<file path="config.mk">
export PLATFORM = sky130hd
export DESIGN_NAME = i2c_eeprom_ctrl
export DESIGN_NICKNAME = d
export VERILOG_FILES = /design/src/rtl/i2c_eeprom_ctrl.sv
export SDC_FILE = /design/constraint.sdc
export NUM_CORES = 1
export LEC_CHECK = 0
export ABC_AREA = 1
export CORE_MARGIN = 4
export CORE_UTILIZATION = 61
export CTS_BUF_LIST = sky130_fd_sc_hd__clkbuf_4 sky130_fd_sc_hd__clkbuf_8 sky130_fd_sc_hd__clkbuf_16
export DETAILED_ROUTE_END_ITERATION = 8
export DONT_BUFFER_PORTS = 1
export HOLD_SLACK_MARGIN = 0.15
export PLACE_DENSITY = 0.8
export SLEW_MARGIN = 0
export SYNTH_ARGS = -nofsm -noshare
export SYNTH_HDL_FRONTEND = slang
export SYNTH_SLANG_ARGS = --single-unit
</file>
<file path="constraint.sdc">
create_clock -name Clk -period 1.3 [get_ports Clk]
set_input_delay 0.26 -clock Clk [delete_from_list [all_inputs] [get_ports Clk]]
set_output_delay 0.26 -clock Clk [all_outputs]
set_load 0.01 [all_outputs]
</file>
<file path="src/rtl/i2c_eeprom_ctrl.sv">
// rtl/i2c_eeprom_ctrl.sv - byte-level I2C EEPROM transaction sequencer with NACK retry
module i2c_eeprom_ctrl #(
  parameter logic [6:0] DEV_ADDR  = 7'b1010000,
  parameter int         MAX_RETRY = 3
) (
  input  logic       Clk,
  input  logic       Rst,
  input  logic       Wr_req,
  input  logic       Rd_req,
  input  logic [7:0] Addr,
  input  logic [7:0] Wr_data,
  output logic [7:0] Rd_data,
  output logic       Busy,
  output logic       Done,
  output logic       Err,
  output logic [5:0] Cmd,
  output logic       Go,
  output logic [7:0] Tx_DATA,
  input  logic [7:0] Rx_DATA,
  input  logic       Trans_Done,
  input  logic       ack_o
);

  localparam int RW = (MAX_RETRY < 2) ? 1 : $clog2(MAX_RETRY + 1);
  localparam logic [RW-1:0] MAX_CNT = RW'(MAX_RETRY);

  localparam logic [5:0] CMD_WR   = 6'b000001;
  localparam logic [5:0] CMD_STA  = 6'b000010;
  localparam logic [5:0] CMD_RD   = 6'b000100;
  localparam logic [5:0] CMD_STO  = 6'b001000;
  localparam logic [5:0] CMD_NACK = 6'b100000;

  typedef enum logic [2:0] {
    S_IDLE, S_DEV, S_ADDR, S_WDATA, S_RDEV, S_RDATA, S_ABORT, S_FIN
  } state_t;

  state_t        r_state, w_state_nxt;
  logic          r_wait, w_wait_nxt;   // 0 = issue phase (Go), 1 = waiting for Trans_Done
  logic          r_is_rd;
  logic [7:0]    r_addr;
  logic [7:0]    r_data;
  logic [7:0]    r_rd_data;
  logic [RW-1:0] r_retry;
  logic          r_err;
  logic          w_accept, w_retry, w_fail, w_capture, w_retry_ok, w_seg;

  assign w_retry_ok = (r_retry < MAX_CNT);
  assign Rd_data    = r_rd_data;

  // State register: FSM state and segment phase
  always_ff @(posedge Clk) begin
    if (Rst) begin
      r_state <= S_IDLE;
      r_wait  <= 1'b0;
    end else begin
      r_state <= w_state_nxt;
      r_wait  <= w_wait_nxt;
    end
  end

  // Datapath registers: latched request, retry count, error flag, read data
  always_ff @(posedge Clk) begin
    if (Rst) begin
      r_is_rd   <= 1'b0;
      r_addr    <= 8'h00;
      r_data    <= 8'h00;
      r_rd_data <= 8'h00;
      r_retry   <= '0;
      r_err     <= 1'b0;
    end else begin
      if (w_accept) begin
        r_is_rd <= ~Wr_req;
        r_addr  <= Addr;
        r_data  <= Wr_data;
        r_retry <= '0;
        r_err   <= 1'b0;
      end
      if (w_retry)   r_retry   <= r_retry + RW'(1);
      if (w_fail)    r_err     <= 1'b1;
      if (w_capture) r_rd_data <= Rx_DATA;
    end
  end

  // Next-state logic: segment sequencing, ack check and retry decision
  always_comb begin
    w_state_nxt = r_state;
    w_wait_nxt  = r_wait;
    w_accept    = 1'b0;
    w_retry     = 1'b0;
    w_fail      = 1'b0;
    w_capture   = 1'b0;
    case (r_state)
      S_IDLE: begin
        w_wait_nxt = 1'b0;
        if (Wr_req || Rd_req) begin
          w_accept    = 1'b1;
          w_state_nxt = S_DEV;
        end
      end
      S_FIN: begin
        w_state_nxt = S_IDLE;
        w_wait_nxt  = 1'b0;
      end
      default: begin
        if (!r_wait) begin
          w_wait_nxt = 1'b1;
        end else if (Trans_Done) begin
          w_wait_nxt = 1'b0;
          case (r_state)
            S_DEV:   w_state_nxt = ack_o ? S_ABORT : S_ADDR;
            S_ADDR:  w_state_nxt = ack_o ? S_ABORT : (r_is_rd ? S_RDEV : S_WDATA);
            S_RDEV:  w_state_nxt = ack_o ? S_ABORT : S_RDATA;
            S_RDATA: begin
              w_capture   = 1'b1;
              w_state_nxt = S_FIN;
            end
            S_WDATA, S_ABORT: begin
              // A NACKed data byte already carried its stop, so it retries directly
              if (r_state == S_ABORT || ack_o) begin
                if (w_retry_ok) begin
                  w_retry     = 1'b1;
                  w_state_nxt = S_DEV;
                end else begin
                  w_fail      = 1'b1;
                  w_state_nxt = S_FIN;
                end
              end else begin
                w_state_nxt = S_FIN;
              end
            end
            default: w_state_nxt = r_state;
          endcase
        end
      end
    endcase
  end

  // Output logic: shifter command/data per state, Go in the issue phase
  always_comb begin
    Cmd     = 6'b000000;
    Tx_DATA = 8'h00;
    w_seg   = 1'b1;
    case (r_state)
      S_DEV: begin
        Cmd     = CMD_STA | CMD_WR;
        Tx_DATA = {DEV_ADDR, 1'b0};
      end
      S_ADDR: begin
        Cmd     = CMD_WR;
        Tx_DATA = r_addr;
      end
      S_WDATA: begin
        Cmd     = CMD_WR | CMD_STO;
        Tx_DATA = r_data;
      end
      S_RDEV: begin
        Cmd     = CMD_STA | CMD_WR;
        Tx_DATA = {DEV_ADDR, 1'b1};
      end
      S_RDATA: Cmd = CMD_RD | CMD_NACK | CMD_STO;
      S_ABORT: Cmd = CMD_STO;
      default: w_seg = 1'b0;
    endcase
    Go   = w_seg & ~r_wait;
    Busy = (r_state != S_IDLE);
    Done = (r_state == S_FIN);
    Err  = (r_state == S_FIN) & r_err;
  end

endmodule

</file>
==> results of run 1 <==
-- synthesized netlist by cell type, drive strengths merged, types with 3 or more instances --
| master | count | area (µm²) |
|---|---|---|
| nand2 | 37 | 151.4 |
| nor2 | 29 | 126.4 |
| o22ai | 5 | 31.28 |
| nand3 | 12 | 80.08 |
| inv | 33 | 126.4 |
| a21oi | 21 | 112.6 |
| buf | 7 | 53.79 |
| dfxtp | 32 | 640.6 |
| o21ai | 30 | 161.4 |
| o221ai | 3 | 26.28 |
-- through the flow --
step,setup slack (ns),utilization [%],instances,setup TNS [ns],hold slack (ns)
after global placement,-0.05333,70.54,264,-0.6432,0.3244
after floorplan,0.03034,-,216,0,0.3224
after detailed placement,-0.1168,70.54,264,-2.140,0.3266
after CTS,-0.2489,96.08,308,-4.163,0.1708
-- logic make-up after synthesis --
group | Yosys count | share of synthesized area (%)
and+or+nand+nor | 81 | 24.20
AOI/OAI and AO/OA | 60 | 21.79
buffers and inverters | 41 | 11.82
DFF | 32 | 41.16
adders and majority gates | 1 | 0.8037
other | 1 | 0.2409
-- what timing repair did --
action                                 in CTS
gates resized for setup                    58
buffers inserted                            8
setup endpoints to repair                  47
cloned                                      4
pin swaps                                  13
hold buffers                               26
endpoints found under the hold margin      30
==> reports/metrics.csv, run 1 <==
metric,value,unit
status,stopped before the end,
last flow stage reached,global routing (5_1_grt),
error text reported by the tool,"[ERROR DPL-0038] Utilization greater than 100%, impossible to legalize",
count of yosys warnings during synthesis,0,
sequential fraction of the synthesis area,41.16,%
RePlAce Congestion,0.9655,
mean area per synthesized cell,7.206,µm²
number of input and output port buffers inserted,0,
Netlist Area Pre-Place,1556,µm²
Cells after Synth,216,
number of standard-cell rows in the floorplan,18,
number of sinks driven by the clock tree,32,
clock root buffer,sky130_fd_sc_hd__clkbuf_4,
dpl cell area,1732,µm²
count of boundary I/O pins,56,
die outline width,58.52,µm
number of flip-flops and latches in the synthesized netlist,32,
post-synth net total,247,
die boundary height,58.52,µm
number of CTS-inserted buffers,5,
asr flop ratio synth,0,%
half-perimeter wire length after detailed placement,2803,µm
primary flip-flop cell chosen by synthesis mapping,sky130_fd_sc_hd__dfxtp_1,
initial core utilization,63.40,%
number of levels in the clock H-tree,2,
Worst End Pin Type,top-level output,
maximum number of pins on one net before global-route repair,16,
number of enable-type register cells in the synthesized netlist,0,
number of different library cells in the post-synthesis netlist,30,
number of buffers between clock root and the deepest sink,2,
post-GRT worst EP,Tx_DATA[2],
==> run 2, diff against run 1 <==
- CORE_UTILIZATION: 61 -> 40
- CTS_BUF_LIST: sky130_fd_sc_hd__clkbuf_4 sky130_fd_sc_hd__clkbuf_8 sky130_fd_sc_hd__clkbuf_16 -> unset
- HOLD_SLACK_MARGIN: 0.15 -> unset
- PLACE_DENSITY: 0.8 -> unset
- PLACE_DENSITY_LB_ADDON: unset -> 0.15
==> run 2 against run 1 <==
The flow now finishes, with violations (setup timing). Area after synthesis unchanged. Synthesized cell count unchanged.
==> reports/metrics.csv, run 2 <==
metric,value,unit
final period utilization,116.5,%
library cell with the highest instance count after synthesis,sky130_fd_sc_hd__nand2_1,
number of vias in the routed layout,1601,
type of element launching the critical path,flop,
area occupied by registers,649.4,µm²
CP top delay family,flip-flops,
final worst clock skew,0.001944,ns
cells traversed along the worst timing path,"buf_6, nor2_4, nand2_4, o21ai_4, inv_2, o221ai_4",
TritonCTS clock tree,built,
fraction of final layout cells with drive strength greater than 1,48.65,%
Reg power frac,36.8,%
clock root buffer,sky130_fd_sc_hd__clkbuf_8,
per-cell routed wire length,14.66,µm
fillcell total,278,
maximum number of pins on one net before global-route repair,29,
sequential fraction of the synthesis area,41.16,%
global route total overflow,0,
Max VDD drop,0.7887,mV
max-cap violation count,0,
proportion of total power due to net switching,34.09,%
cell-internal power,2.071,mW
CP max-delay cell,sky130_fd_sc_hd__dfxtp_4,
number of routed nets with antenna violations,0,
number of different library cells in the post-synthesis netlist,30,
number of sinks driven by the clock tree,32,
peak clock frequency supported by timing,660.4,MHz
die boundary height,70.38,µm
count of boundary I/O pins,56,
violations in the final reports,setup timing,
number of CTS-inserted buffers,5,
"Reg clk slew, reported paths",0.06,ns
post-synth net total,247,
status,finished with violations,
most frequent standard cell in the layout excluding fill and tap cells,sky130_fd_sc_hd__dfxtp_1,
commonest cells in the synthesized netlist,"34 x sky130_fd_sc_hd__nand2_1, 32 x sky130_fd_sc_hd__dfxtp_1, 29 x sky130_fd_sc_hd__inv_1, 26 x sky130_fd_sc_hd__nor2_1",
most frequent cells in the layout,"29 x sky130_fd_sc_hd__dfxtp_1, 25 x sky130_fd_sc_hd__inv_1, 23 x sky130_fd_sc_hd__nand2_1, 23 x sky130_fd_sc_hd__nor2_1, 20 x sky130_fd_sc_hd__buf_4",
synth top area cells,"sky130_fd_sc_hd__dfxtp_1 41%, sky130_fd_sc_hd__nand2_1 8.2%, sky130_fd_sc_hd__inv_1 7.0%",
smallest setup slack after layout,-0.2143,ns
final count of hold timing violations,0,
Yosys top cell by area,sky130_fd_sc_hd__dfxtp_1,
RePlAce Congestion,0.8361,
Worst Path Arrival,1.25,ns
mean area per synthesized cell,7.206,µm²
Netlist Area Pre-Place,1556,µm²
# diodes,0,
gr usage total,18.33,%
number of antenna violations at the first check in global routing,0,
Core ar.,3716,µm²
Setup-failing EPs final,40,
power density cells,1277,nW/µm²
Total Routed Length,4501,µm
shortest period the worst path allows,1.514,ns
count of yosys warnings during synthesis,0,
endpoint class of the critical path,primary output,
primary flip-flop cell chosen by synthesis mapping,sky130_fd_sc_hd__dfxtp_1,
Critical Setup Path Class,flop to primary output,
Worst Max-Slew Pin Slew,0.4982,ns
Net Sw Power,1.071,mW
number of buffers between clock root and the deepest sink,2,
number of enable-type register cells in the synthesized netlist,0,
number of flip-flops and latches in the synthesized netlist,32,
Pre-Repair DR Iteration Count,4,
number of global-route vias before repair,1610,
number of levels in the clock H-tree,2,
part of the power in combinational logic,41.0,%
combined area of the multi-input logic cells,1089,µm²
number of input and output port buffers inserted,0,
area delta synth->final,58.12,%
Residual DRC,0,
data required time at the worst endpoint,1.04,ns
setup repair after global routing missed its margin,true,
Max Slew Vio Count,0,
dpl cell area,1767,µm²
"final std cell area, no fill",2461,µm²
initial core utilization,41.89,%
via density per instance,5.215,
maximum net fanout on the critical path,5,
worst slew margin relative to its limit,66.66,%
total power draw,3.143,mW
number of standard-cell rows in the floorplan,22,
final net count,290,
worst reg2reg setup slack,-0.19,ns
first-pass GRT wire length,7210,µm
type of the tightest min-delay check,input pin to flop,
Clock power frac,22.2,%
half-perimeter wire length after detailed placement,2835,µm
largest stage delay on the critical path,0.38,ns
static leakage,1.019,nW
asr flop ratio synth,0,%
area of the die,4953,µm²
clock insertion delay at the later pin of the skew report,0.28,ns
portion of synthesized cell area occupied by the leading cell type,41.16,%
die outline width,70.38,µm
Crit path buffers/inverters,2,
Cells after Synth,216,
DRC marker count from the first detailed-route iteration,75,
[run 2: cell families after synthesis]
group / after synthesis / synth area share (%)
simple gates: 81 / 24.20
compound gates: 60 / 21.79
buf+inv: 41 / 11.82
flops: 32 / 41.16
fa+ha+maj: 1 / 0.8037
other cells: 1 / 0.2409
[run 2: final cells by class]
| class | count | share of cell area, % |
|---|---|---|
| inverter | 33 | 5.440 |
| timing repair buffer | 43 | 18.35 |
| multi-input combinational | 144 | 44.23 |
| tap | 48 | 2.440 |
| clock inverter | 1 | 0.2034 |
| sequential | 32 | 26.39 |
| clock buffer | 6 | 2.949 |
[run 2: power by group through the flow]
stage               clock (mW)  sequential (mW)  combinational, mW
global placement             0             1.16              0.699
global route             0.768             1.17               1.38
floorplan                    0             1.15              0.472
CTS                      0.719             1.15               1.17
finish                   0.697             1.16               1.29
detailed placement           0             1.16              0.704
[run 2: path summary, 6_finish.rpt]
check / start / end / cells after the start
max reg2reg: r_state[1] / r_data[7] / 9
min reg2reg: r_err / r_err / 2
max: r_state[1] / Tx_DATA[5] / 6
min: Rst / r_err / 1
[run 2: layer usage]
layer  share of wire, %  up-vias  GRT usage, %
met1                 38      743         20.19
met3                8.8       11         7.482
met4                2.2        0         7.021
li1                   -      791             -
met2                 51       56         31.19
met5                  0        -             0
[run 2: stage by stage]
stage | setup TNS (ns) | hold WS [ns] | utilization, % | cells | setup slack [ns]
2_1_floorplan | 0 | 0.3224 | - | 216 | 0.03034
3_3_place_gp | -1.265 | 0.3251 | 47.54 | 282 | -0.1045
3_5_place_dp | -1.592 | 0.3264 | 47.54 | 282 | -0.09806
4_1_cts | -5.361 | 0.02746 | 62.02 | 303 | -0.2444
5_1_grt | -8.001 | 0.01777 | 66.23 | 307 | -0.2693
6_report | -5.525 | 0.03442 | 66.23 | 307 | -0.2143
[run 2: repair_timing]
action	4_1_cts	5_1_grt
endpoints found under the setup margin	46	48
setup buffers	12	6
hold buffers	0	0
resized for setup	87	29
pin swaps	15	12
gates cloned	2	0
[run 2: worst reg2reg max path, delay by kind of cell, from the launching register on]
kind                   cells  cell delay (ns)
buffers and inverters      4             0.49
flip-flops                 1             0.38
AO/OA/AOI/OAI              3             0.30
AND/OR/NAND/NOR            2             0.22
(Power assumes the default switching activity.)
